<file path="config.mk">
export PLATFORM = sky130hd
export DESIGN_NAME = apb_master_flat
export DESIGN_NICKNAME = d
export VERILOG_FILES = /design/src/rtl/apb_pkg.sv /design/src/rtl/apb_master_if.sv /design/src/rtl/apb_timeout_cnt.sv /design/src/rtl/apb_master.sv /design/src/flat_wrapper.sv
export SDC_FILE = /design/constraint.sdc
export NUM_CORES = 1
export LEC_CHECK = 0
export ABC_AREA = 0
export BUFFER_PORTS_ARGS = -buffer_cell sky130_fd_sc_hd__buf_2
export CAP_MARGIN = 20
export CORE_MARGIN = 3
export CORE_UTILIZATION = 26
export DETAILED_ROUTE_END_ITERATION = 8
export PLACE_DENSITY = 0.58
export SETUP_SLACK_MARGIN = 0.4
export SLEW_MARGIN = 20
export SYNTH_ARGS = -nofsm -noshare
export SYNTH_HDL_FRONTEND = slang
export SYNTH_SLANG_ARGS = --single-unit
</file>
<file path="constraint.sdc">
create_clock -name pclk -period 1.6 [get_ports pclk]
set_clock_uncertainty 0.15 [all_clocks]
set_input_delay 0.48 -clock pclk [delete_from_list [all_inputs] [get_ports pclk]]
set_output_delay 0.48 -clock pclk [all_outputs]
set_load 0.05 [all_outputs]
</file>
<file path="src/rtl/apb_pkg.sv">
// apb_pkg: shared types and defaults for the APB requester and its benches
// Contents: default bus widths, the requester FSM state enum, request/response structs.
package apb_pkg;
    localparam int APB_ADDR_W = 32;
    localparam int APB_DATA_W = 32;
    typedef enum logic [1:0] {IDLE, SETUP, ACCESS} apb_master_state_e;
    typedef struct packed {
        logic                  write;
        logic [APB_ADDR_W-1:0] addr;
        logic [APB_DATA_W-1:0] wdata;
    } apb_req_t;
    typedef struct packed {
        logic [APB_DATA_W-1:0] rdata;
        logic                  slverr;
        logic                  timeout;
    } apb_rsp_t;
endpackage

</file>
<file path="src/rtl/apb_master_if.sv">
// apb_master_if: command/response port plus APB bus of the single-outstanding requester
// Signals: req_valid/req_ready/req_write/req_addr/req_wdata command handshake;
//          rsp_valid/rsp_rdata/rsp_slverr/rsp_timeout completion pulse;
//          psel/penable/pwrite/paddr/pwdata/prdata/pready/pslverr APB bus.
// Modports: master (the requester side), slave (command source + completer side).
interface apb_master_if
    import apb_pkg::*;
#(
    parameter int ADDR_W = APB_ADDR_W,
    parameter int DATA_W = APB_DATA_W
);
    logic              req_valid;
    logic              req_ready;
    logic              req_write;
    logic [ADDR_W-1:0] req_addr;
    logic [DATA_W-1:0] req_wdata;
    logic              rsp_valid;
    logic [DATA_W-1:0] rsp_rdata;
    logic              rsp_slverr;
    logic              rsp_timeout;
    logic              psel;
    logic              penable;
    logic              pwrite;
    logic [ADDR_W-1:0] paddr;
    logic [DATA_W-1:0] pwdata;
    logic [DATA_W-1:0] prdata;
    logic              pready;
    logic              pslverr;
    modport master (
        input  req_valid, req_write, req_addr, req_wdata, prdata, pready, pslverr,
        output req_ready, rsp_valid, rsp_rdata, rsp_slverr, rsp_timeout,
               psel, penable, pwrite, paddr, pwdata
    );
    modport slave (
        output req_valid, req_write, req_addr, req_wdata, prdata, pready, pslverr,
        input  req_ready, rsp_valid, rsp_rdata, rsp_slverr, rsp_timeout,
               psel, penable, pwrite, paddr, pwdata
    );
endinterface

</file>
<file path="src/rtl/apb_timeout_cnt.sv">
// apb_timeout_cnt: saturating ACCESS-cycle counter flagging when the wait budget is spent
// Ports: pclk/presetn clock and async active-low reset; i_clr zeroes the count;
//        i_en advances it until it reaches TIMEOUT-1; o_expired is high at that value.
module apb_timeout_cnt #(
    parameter int TIMEOUT = 16
) (
    input  logic pclk,
    input  logic presetn,
    input  logic i_clr,
    input  logic i_en,
    output logic o_expired
);
    localparam int CW = $clog2(TIMEOUT);
    localparam logic [CW-1:0] LAST = CW'(TIMEOUT - 1);
    logic [CW-1:0] r_count;
    always_ff @(posedge pclk or negedge presetn) begin
        if (!presetn) r_count <= '0;
        else if (i_clr) r_count <= '0;
        else if (i_en && !o_expired) r_count <= r_count + 1'b1;
    end
    assign o_expired = r_count == LAST;
endmodule

</file>
<file path="src/rtl/apb_master.sv">
// apb_master: single-outstanding APB requester running SETUP -> ACCESS with a bounded wait
// Ports: pclk/presetn clock and async active-low reset;
//        bus (apb_master_if.master) carries the command port, the one-cycle
//        response pulse and the APB bus toward the completer.
module apb_master
    import apb_pkg::*;
#(
    parameter int ADDR_W  = APB_ADDR_W,
    parameter int DATA_W  = APB_DATA_W,
    parameter int TIMEOUT = 16
) (
    input  logic          pclk,
    input  logic          presetn,
    apb_master_if.master  bus
);
    apb_master_state_e r_state, w_next;
    logic              r_psel, r_penable, r_pwrite;
    logic [ADDR_W-1:0] r_paddr;
    logic [DATA_W-1:0] r_pwdata;
    logic              r_rsp_valid, r_rsp_slverr, r_rsp_timeout;
    logic [DATA_W-1:0] r_rsp_rdata;
    logic              w_accept, w_done, w_expired;
    apb_timeout_cnt #(.TIMEOUT(TIMEOUT)) u_tmo (
        .pclk     (pclk),
        .presetn  (presetn),
        .i_clr    (r_state == SETUP),
        .i_en     (r_state == ACCESS),
        .o_expired(w_expired)
    );
    // pready beats an expiring counter in the same cycle
    always_comb begin
        w_accept = r_state == IDLE && bus.req_valid;
        w_done   = r_state == ACCESS && (bus.pready || w_expired);
        w_next   = r_state == IDLE  ? (bus.req_valid ? SETUP : IDLE) :
                   r_state == SETUP ? ACCESS :
                   w_done           ? IDLE : ACCESS;
    end
    always_ff @(posedge pclk or negedge presetn) begin
        if (!presetn) begin
            r_state       <= IDLE;
            r_psel        <= 1'b0;
            r_penable     <= 1'b0;
            r_pwrite      <= 1'b0;
            r_paddr       <= '0;
            r_pwdata      <= '0;
            r_rsp_valid   <= 1'b0;
            r_rsp_rdata   <= '0;
            r_rsp_slverr  <= 1'b0;
            r_rsp_timeout <= 1'b0;
        end else begin
            r_state     <= w_next;
            r_psel      <= w_next != IDLE;
            r_penable   <= w_next == ACCESS;
            r_rsp_valid <= w_done;
            if (w_accept) begin
                r_pwrite <= bus.req_write;
                r_paddr  <= bus.req_addr;
                r_pwdata <= bus.req_wdata;
            end
            // prdata is only trusted on a clean read, so completer X never leaks out
            if (w_done) begin
                r_rsp_rdata   <= (bus.pready && !r_pwrite && !bus.pslverr) ? bus.prdata : '0;
                r_rsp_slverr  <= !bus.pready || bus.pslverr;
                r_rsp_timeout <= !bus.pready;
            end
        end
    end
    assign bus.req_ready   = r_state == IDLE;
    assign bus.psel        = r_psel;
    assign bus.penable     = r_penable;
    assign bus.pwrite      = r_pwrite;
    assign bus.paddr       = r_paddr;
    assign bus.pwdata      = r_pwdata;
    assign bus.rsp_valid   = r_rsp_valid;
    assign bus.rsp_rdata   = r_rsp_rdata;
    assign bus.rsp_slverr  = r_rsp_slverr;
    assign bus.rsp_timeout = r_rsp_timeout;
endmodule
</file>
<file path="src/flat_wrapper.sv">
// flat-port wrapper written by rule: the top's interface ports become plain ports
module apb_master_flat import apb_pkg::*;
#(
    parameter int ADDR_W  = APB_ADDR_W,
    parameter int DATA_W  = APB_DATA_W,
    parameter int TIMEOUT = 16
)
  (pclk, presetn, bus_req_valid, bus_req_write, bus_req_addr, bus_req_wdata, bus_prdata, bus_pready, bus_pslverr, bus_req_ready, bus_rsp_valid, bus_rsp_rdata, bus_rsp_slverr, bus_rsp_timeout, bus_psel, bus_penable, bus_pwrite, bus_paddr, bus_pwdata);
  apb_master_if #(.ADDR_W(ADDR_W), .DATA_W(DATA_W)) bus_i ();
  input  logic pclk;
  input  logic presetn;
  input wire logic [$bits(bus_i.req_valid)-1:0] bus_req_valid;
  input wire logic [$bits(bus_i.req_write)-1:0] bus_req_write;
  input wire logic [$bits(bus_i.req_addr)-1:0] bus_req_addr;
  input wire logic [$bits(bus_i.req_wdata)-1:0] bus_req_wdata;
  input wire logic [$bits(bus_i.prdata)-1:0] bus_prdata;
  input wire logic [$bits(bus_i.pready)-1:0] bus_pready;
  input wire logic [$bits(bus_i.pslverr)-1:0] bus_pslverr;
  output wire logic [$bits(bus_i.req_ready)-1:0] bus_req_ready;
  output wire logic [$bits(bus_i.rsp_valid)-1:0] bus_rsp_valid;
  output wire logic [$bits(bus_i.rsp_rdata)-1:0] bus_rsp_rdata;
  output wire logic [$bits(bus_i.rsp_slverr)-1:0] bus_rsp_slverr;
  output wire logic [$bits(bus_i.rsp_timeout)-1:0] bus_rsp_timeout;
  output wire logic [$bits(bus_i.psel)-1:0] bus_psel;
  output wire logic [$bits(bus_i.penable)-1:0] bus_penable;
  output wire logic [$bits(bus_i.pwrite)-1:0] bus_pwrite;
  output wire logic [$bits(bus_i.paddr)-1:0] bus_paddr;
  output wire logic [$bits(bus_i.pwdata)-1:0] bus_pwdata;
  assign bus_i.req_valid = bus_req_valid;
  assign bus_i.req_write = bus_req_write;
  assign bus_i.req_addr = bus_req_addr;
  assign bus_i.req_wdata = bus_req_wdata;
  assign bus_i.prdata = bus_prdata;
  assign bus_i.pready = bus_pready;
  assign bus_i.pslverr = bus_pslverr;
  assign bus_req_ready = bus_i.req_ready;
  assign bus_rsp_valid = bus_i.rsp_valid;
  assign bus_rsp_rdata = bus_i.rsp_rdata;
  assign bus_rsp_slverr = bus_i.rsp_slverr;
  assign bus_rsp_timeout = bus_i.rsp_timeout;
  assign bus_psel = bus_i.psel;
  assign bus_penable = bus_i.penable;
  assign bus_pwrite = bus_i.pwrite;
  assign bus_paddr = bus_i.paddr;
  assign bus_pwdata = bus_i.pwdata;
  apb_master #(.ADDR_W(ADDR_W), .DATA_W(DATA_W), .TIMEOUT(TIMEOUT)) u_core (.pclk(pclk), .presetn(presetn), .bus(bus_i));
endmodule
</file>
# After elaboration in Yosys (flattened, before gate mapping)

Cells that the tools add are included.
W data, S select, Z words.

Bits in registers: 108
Bits of input ports: 102

Add/subtract/negate cells: 1
Reductions and logical operators: 14
Muxes and demuxes: 7
Eq/ne operators: 4

Operator list:

| kind                  | number |
|---|---|
| $mux W32              | 1 |
| $mux W4               | 2 |
| $mux W2               | 3 |
| $logic_and A1 B1 Y1   | 5 |
| $add A4 B1 Y4 const B | 1 |
| $eq A2 B2 Y1 const B  | 2 |
| $eq A4 B4 Y1 const B  | 1 |
| $logic_not A1 Y1      | 4 |
| $reduce_bool A2 Y1    | 2 |
| $eq A2 B1 Y1 const B  | 1 |
| $logic_not A2 Y1      | 1 |
| $logic_or A1 B1 Y1    | 2 |
| $mux W1               | 1 |

# Logic depth before layout (Yosys ltp)

Gate-level depths: netlist of run 1.

Depth in word-level cells: 7
Mapped depth: 6
Gate-level depth less buffers: 5

# Modules after synthesis

Synthesis of run 1 repeated with hierarchy kept, for this count alone.

Cells, all modules: 253
Area total of the unflattened synthesis: 4,201.5 sq um

By module, submodules not included:

| module          | area each (sq um) | cells each | times used |
|---|---|---|---|
| apb_master      | 3,972.6           | 233        | 1 |
| apb_timeout_cnt | 229.0             | 20         | 1 |

# Worst setup path before layout of run 1

OpenSTA, ideal clock, no wires.

Kind: register -> register
From: reg u_core.r_state[0]
To: reg u_core.r_paddr[23] (netlist: u_core.bus.paddr[23])
Slack: -0.302 ns
Period minus slack after synthesis: 1.902 ns
Arrival time: 1.627 ns
Path buffers: 3
Cell stages (with the launch flop): 7
Cell sequence: dfrtp_1 > buf_6 > nor2_4 > and2_4 > buf_6 > buf_12 > mux2_4

Longest elaborated chain between the ends: 2

RTL lines:

| what                   | RTL line           | RTL |
|---|---|---|
| start, declared        | apb_master.sv:16   | `apb_master_state_e r_state, w_next;` |
| start signal, assigned | apb_master.sv:51   | `r_state <= w_next;` |
| $logic_not A2 Y1       | --                 |  |
| net bus_req_ready      | flat_wrapper.sv:19 | `output wire logic [$bits(bus_i.req_ready)-1:0] bus_req_ready;` |
| $logic_and A1 B1 Y1    | apb_master.sv:32   | `w_accept = r_state == IDLE && bus.req_valid;` |
| end signal, assigned   | apb_master.sv:57   | `r_paddr <= bus.req_addr;` |
| end, declared          | apb_master.sv:18   | `logic [ADDR_W-1:0] r_paddr;` |

The timed path passes the listed nets, and every way through them passes these cells.
A chain may end at the register's enable or synchronous reset.

# Worst setup path after layout of run 1

From: reg u_core.r_state[0]
To: out bus_req_ready

Longest elaborated chain between the ends: 1

RTL lines:

| what             | RTL line           | RTL |
|---|---|---|
| $logic_not A2 Y1 | apb_master.sv:68   | `assign bus.req_ready = r_state == IDLE;` |
| end, declared    | flat_wrapper.sv:19 |  |

No other way between the ends.

==> metrics.txt, run 1 <==
GR Overflow Total=0; number of antenna violations at the first check in global routing=0; ANT cells=0; kind of critical path=reg2out; Main synth FF type=dfrtp_1; placer congestion estimate=0.739; clock insertion delay at the later pin of the skew report=between 0.3 and 0.4 ns; Setup crit end=bus_req_ready; DRC Markers=0; MaxCap Viol Count=0; Num Clock Sinks=~110; final setup fails=100; antenna-violating nets left=0; Inst Count DP=691; Async SR Flop Fraction=1.00; Setup WS post-layout=-0.163 ns; post-synthesis sequential area ratio=0.628; Rel. slew slack=0.782; first-pass GRT wire length=18.7 mm; CTS H-tree lvls=3; final core occ=0.495; Die H=between 100 and 150 microns; vias in the first global route=3642; fmax=~570 MHz; WL final=approximately 13 mm; Setup TNS=-9.69 ns; Synth Area per Inst=approximately 17 sq um; register area=between 2000 and 3000 sq um; Die X-Extent=135 microns; Ys Warns=0; die footprint=~18000 sq um; Root Buffer=clkbuf_16; grt met2 use=0.220; clk buf depth=2; sequential power share=0.261; RSZ-0062 raised after global routing=true; clock network power share=0.104; fin cells=about 770; Mapped Cells=between 200 and 300; DP Worst Slack=-0.0841 ns; hold_ws=-0.124 ns; post-DR wirelength/cell=16.5 microns; DRT iter0 DRCs=117; Cell Area, Synth=between 4000 and 5000 sq um; largest net degree at the start of global routing=28; R2R cell count=7; CTS tree=built; failing checks=hold timing, setup timing; switch share=0.431; crit share post-route=1.10; GRT met1 Usage=0.158; CP Data Required Time=about 0.97 ns; Area Growth Syn to Fin=84.5%; Tmin final=about 1.8 ns; status=complete, but fails checks; First-pass DRT Iterations=4; internal power=between 10 and 15 mW; all-layer global routing usage=0.130; Min-Delay Path Class=in2async; Distinct cells, synth=32; busiest grt layer=met2; area of the multi-input gates=approximately 1600 sq um; port bufs=a little over 200; Worst Setup End Kind=primary output; Initial Utilization=0.268; DR vias=3308; arrival time worst endpoint=1.13 ns; DPL Wire Length=between 7 and 8 mm; leak pwr=3.73 nW; start of the worst register-to-register path=u_core.r_state[0]$_DFF_PN0_; Final Hold Fails=13; Post-synth EDFFs=0; register clock-pin slew on the reported worst setup and hold paths=0.08 ns; core area=roughly 16000 sq um; CTS Buf Count=9; GR Util met3=0.0354; num ports=205; CP Max Fanout=2; Fillers=1349; Worst R2R End=u_core.bus.pwdata[29]$_DFFE_PN0P_; Max Slew Vio Count=0; Site Rows=46; Vias/cell=between 4 and 5; Logic pwr share=0.636; VDD IR-drop max=approximately 1400 uV; fraction of layout cells with a size suffix above 1=0.851; R2R setup slack=-0.16 ns; Mapped Nets=between 300 and 400; Net Switching=8.93 mW; # nets final=~650; Slew @ Worst Pin=approximately 0.33 ns; Cell Pwr Density=about 2600 nW/um^2; critical path launch point type=flop; #FFs+latches synth=108; Worst setup startpoint=u_core.r_state[0]$_DFF_PN0_
==> area by class of cell <==
type                       instances  area share
clock inverter                     5     0.00457
clock buffer                      11      0.0318
multi-input combinational        133       0.206
sequential                       108       0.351
timing repair buffer             291       0.371
inverter                           1    0.000787
tap                              216      0.0340
==> power groups by stage <==
stage	logic [mW]	clock network, mW	registers, mW
finish	13.2	2.15	5.40
global route	13.7	2.37	5.53
CTS	11.9	2.24	5.22
detailed placement	9.14	0	4.93
global placement	9.03	0	4.92
floorplan	2.55	0	9.38
==> cells in the mapped netlist, types with 2 or more instances <==
library cell / count / area [sq um]
nand2_1: 5 / 18.8
mux2_4: 39 / 586
dfrtp_1: 108 / 2700
buf_4: 6 / 45.0
buf_6: 5 / 56.3
nor2_1: 2 / 7.51
nand3_1: 3 / 15.0
a211oi_1: 2 / 15.0
nand2b_1: 2 / 12.5
a21oi_1: 4 / 20.0
a22o_1: 33 / 289
buf_12: 4 / 80.1
mux2_2: 26 / 293
==> through the flow <==
| stage | power, mW | instance area [sq um] |
|---|---|---|
| 2_1_floorplan | 11.9 | 4430 |
| 3_3_place_gp | 13.9 | 5850 |
| 3_5_place_dp | 14.1 | 5850 |
| 4_1_cts | 19.4 | 7400 |
| 5_1_grt | 21.6 | 7950 |
| 6_report | 20.7 | 7950 |
==> cell usage in the layout (no fill, tap or decap), drive strengths merged, types with 2 or more instances in the layout <==
cell type	instances
nor2	3
clkinvlp	3
a21oi	4
clkinv	2
clkbuf	13
dfrtp	108
a22o	33
buf	289
nand2	5
mux2	65
nand2b	2
o21ai	2
a211oi	2
nand3	3
==> cells by family after synthesis <==
family,Yosys count,share of synthesized area
flops,108,0.628
mux,65,0.204
compound gates,47,0.0912
simple gates,20,0.0302
buf+inv,17,0.0442
fa+ha+maj,1,0.00290
==> timing repair <==
action	CTS	global route
setup buffers	29	22
cloned	5	2
gates resized for setup	264	84
setup endpoints to repair	210	210
hold endpoints to repair	13	13
pin swaps	7	3
==> worst max-delay path, cell delays in order (launching register included) <==
cell,delay [ns]
dfrtp_1,0.41
nor2_4,0.14
buf_6,0.12
buf_12,0.13
==> layer usage <==
metal / share of wire / routed length (microns)
met5: 0 / 0
met4: 0.017 / 220
met3: 0.062 / 787
met2: 0.51 / 6390
met1: 0.41 / 5230
==> registers in the layout (all words and copies together) (netlist names) <==
name / count
u_core.u_tmo.r_count: 4
u_core.bus.paddr: 32
u_core.bus.pwrite: 1
u_core.bus.rsp_valid: 1
u_core.bus.psel: 1
u_core.bus.pwdata: 32
u_core.bus.rsp_timeout: 1
u_core.bus.penable: 1
u_core.bus.rsp_rdata: 32
u_core.r_state: 2
u_core.bus.rsp_slverr: 1
==> how the worst min path moves through the flow <==
stage | from | to | slack, ns | cells after the start
2_1_floorplan | presetn | u_core.bus.paddr[0]$_DFFE_PN0P_ | 0.03 | 0
3_3_place_gp | presetn | u_core.bus.pwdata[5]$_DFFE_PN0P_ | 0.25 | 1
3_5_place_dp | presetn | u_core.bus.pwdata[11]$_DFFE_PN0P_ | 0.25 | 1
4_1_cts | presetn | u_core.bus.pwdata[11]$_DFFE_PN0P_ | -0.13 | 1
5_1_grt | presetn | u_core.bus.pwdata[11]$_DFFE_PN0P_ | -0.13 | 1
6_report | presetn | u_core.bus.pwdata[11]$_DFFE_PN0P_ | -0.12 | 1
Note: power is estimated with default switching activity, not from simulation.
==> run 2, diff against run 1 <==
- ABC_AREA: 0 -> 1
- PLACE_DENSITY: 0.58 -> 0.57
==> run 2 against run 1 <==
  * The run ends with setup timing left
  * Utilization increased by 2.5 points
  * Critical path depth unchanged
  * Sequential power decreased by 7.6%
  * First-iteration DRC count increased by 18%
  * Non-clock buffer count increased by 20
  * Clock power about the same
  * Critical path type unchanged
  * Critical endpoint unchanged
==> metrics.txt, run 2 <==
final setup fails=94 (-6.0%); Die H=137 microns (+1.5%); Post-synth EDFFs=0 (unchanged); #FFs+latches synth=108 (unchanged); Rel. slew slack=0.823 (+0.0418); most numerous cell in the Yosys netlist=nand2_1; Cell Area, Synth=4440 sq um (+3.1%); largest net degree at the start of global routing=63 (+130%); Inst Count DP=955 (+38%); most common cell after layout, fill and taps aside=nand2_1; failing checks=setup timing; Site Rows=47 (+2.2%); Max Slew Vio Count=0 (unchanged); top post-synthesis cells by area=dfrtp_1, nand2_1, inv_1; Worst R2R End=u_core.bus.rsp_rdata[3]$_DFFE_PN0P_; Die X-Extent=137 microns (+1.5%); die footprint=18700 sq um (+3.0%); # nets final=940 (+45%); WL final=16.5 mm (+31%); Initial Utilization=0.267 (-0.00130); Num Clock Sinks=108 (unchanged); Hold Path Depth=3; Tmin final=1.77 ns (+0.00248 ns); Slew @ Worst Pin=0.265 ns (-0.0627 ns); crit share post-route=1.10 (+0.00155); slowest CP cell=dfrtp_1; DR vias=4453 (+35%); DRC Markers=0 (unchanged); first-pass GRT wire length=23.4 mm (+25%); GR Overflow Total=0 (unchanged); critical path launch point type=flop; fraction of layout cells with a size suffix above 1=0.546 (-0.304); DRT iter0 DRCs=138 (+18%); Mapped Nets=640 (+77%); R2R cell count=9 (+2); Async SR Flop Fraction=1.00 (unchanged); Fillers=1448 (+7.3%); kind of critical path=reg2out; hold_sp=bus_req_addr[4]; Vias/cell=4.19 (-3.0%); num ports=205 (unchanged); core area=16600 sq um (+3.6%); all-layer global routing usage=0.164 (+0.0343); Root Buffer=clkbuf_16; arrival time worst endpoint=1.14 ns (about the same); port bufs=204 (unchanged); DP Worst Slack=-0.189 ns (-0.105 ns); antenna-violating nets left=0 (unchanged); VDD IR-drop max=1400 uV (+2.7%); final core occ=0.520 (+0.0251); R2R setup slack=-0.07 ns (+0.09 ns); hold_ws=0.170 ns (+0.295 ns); Final Hold Fails=0 (-13); ANT cells=0 (unchanged); worst-path cell chain=buf_6 > nor2_4 > buf_8; Area Growth Syn to Fin=94.8%; hold endpoint=u_core.bus.paddr[4]$_DFFE_PN0P_; CP Max Fanout=2 (unchanged); fmax=566 MHz (-0.14%); Main synth FF type=dfrtp_1; vias in the first global route=4513 (+24%); DPL Wire Length=8.45 mm (+8.8%); Overall Power=19.4 mW (-6.5%); most frequent cells after synthesis=nand2_1, dfrtp_1, inv_1, nor2_1, buf_2; status=complete, but fails checks; placer congestion estimate=0.698 (-5.5%); fin cells=1062 (+39%); post-DR wirelength/cell=15.6 microns (-5.6%); CP Data Required Time=0.97 ns (about the same); most frequent cells in the layout=nand2_1, buf_2, buf_8, dfrtp_2, buf_4; clk buf depth=2 (unchanged); register clock-pin slew on the reported worst setup and hold paths=0.07 ns (about the same); RSZ-0062 raised after global routing=true; leak pwr=4.62 nW (+24%); MaxCap Viol Count=0 (unchanged); CTS H-tree lvls=3 (unchanged); First-pass DRT Iterations=4 (unchanged); Ys Warns=0 (unchanged); dominant cell type by area after synthesis=dfrtp_1; Distinct cells, synth=17 (-47%); number of antenna violations at the first check in global routing=0 (unchanged); Min-Delay Path Class=in2reg; start of the worst register-to-register path=u_core.r_state[0]$_DFF_PN0_; area share of the largest cell type after synthesis=0.608 (-0.0191); Worst Setup End Kind=primary output; Synth Area per Inst=8.27 sq um (-50%); clock insertion delay at the later pin of the skew report=0.35 ns (about the same); Setup WS post-layout=-0.166 ns (-0.00248 ns); Cell Pwr Density=2240 nW/um^2 (-14%); CTS Buf Count=9 (unchanged); CTS tree=built; Mapped Cells=537 (+110%); post-synthesis sequential area ratio=0.608 (-0.0191); max incr delay on CP=0.39 ns (-0.02 ns)
run 2: timing repair:
action                     in CTS  in global routing
cloned                         12                  8
hold endpoints to repair       46                  0
setup buffers                  45                 25
hold buffers                    1                  0
setup endpoints to repair     211                267
pin swaps                      30                 31
gates resized for setup       321                 70
run 2: worst max-delay path, delay by kind of cell (launching register included):
kind                   cells  cell delay, ns
buffers and inverters      2            0.29
and+or+nand+nor            1            0.11
DFF                        1            0.39
run 2: logic make-up (layout without fill, tap and decap cells):
group	count (synthesis)	after routing	synth area share
AND/OR/NAND/NOR	360	360	0.310
flip-flops	108	108	0.608
buffers and inverters	66	370	0.0735
AO/OA/AOI/OAI	2	3	0.00479
adder cells (fa/ha/maj)	1	1	0.00282
run 2: where the power goes:
group          switching, mW  internal, mW
combinational           6.91          5.34
sequential             0.996          3.99
clock                   1.02          1.10
total                   8.93          10.4
run 2: how the worst max path moves through the flow:
stage | start | endpoint | slack [ns] | cells past startpoint
finish | u_core.r_state[0]$_DFF_PN0_ | bus_req_ready | -0.17 | 3
global placement | u_core.u_tmo.r_count[1]$_DFFE_PN0P_ | u_core.bus.rsp_rdata[25]$_DFFE_PN0P_ | -0.13 | 5
CTS | u_core.r_state[0]$_DFF_PN0_ | bus_req_ready | -0.20 | 3
global route | u_core.r_state[0]$_DFF_PN0_ | bus_req_ready | -0.21 | 3
detailed placement | u_core.u_tmo.r_count[1]$_DFFE_PN0P_ | u_core.bus.rsp_rdata[28]$_DFFE_PN0P_ | -0.19 | 5
floorplan | u_core.r_state[1]$_DFF_PN0_ | u_core.bus.paddr[13]$_DFFE_PN0P_ | 0.09 | 6
run 2: metrics by stage:
step                setup TNS (ns)  cell area (sq um)
floorplan                        0               4630
global placement             -4.19               5900
detailed placement           -5.52               5900
CTS                         -0.543               7970
global route                 -9.05               8650
finish                       -3.60               8650
run 2: area by class of cell:
class / instances / area [sq um] / area share
repair buffers: 311 / 3350 / 0.387
flip-flops and latches: 108 / 2780 / 0.321
multi-input cells: 364 / 1800 / 0.208
well taps: 220 / 275 / 0.0318
clock buffers: 11 / 243 / 0.0280
inverters: 43 / 176 / 0.0204
clock inverters: 5 / 37.5 / 0.00434
run 2: metal layers:
metal,global-route usage,share of wire
met3,0.0474,0.072
met2,0.278,0.51
met1,0.195,0.40
met5,0,0
met4,0.0689,0.022
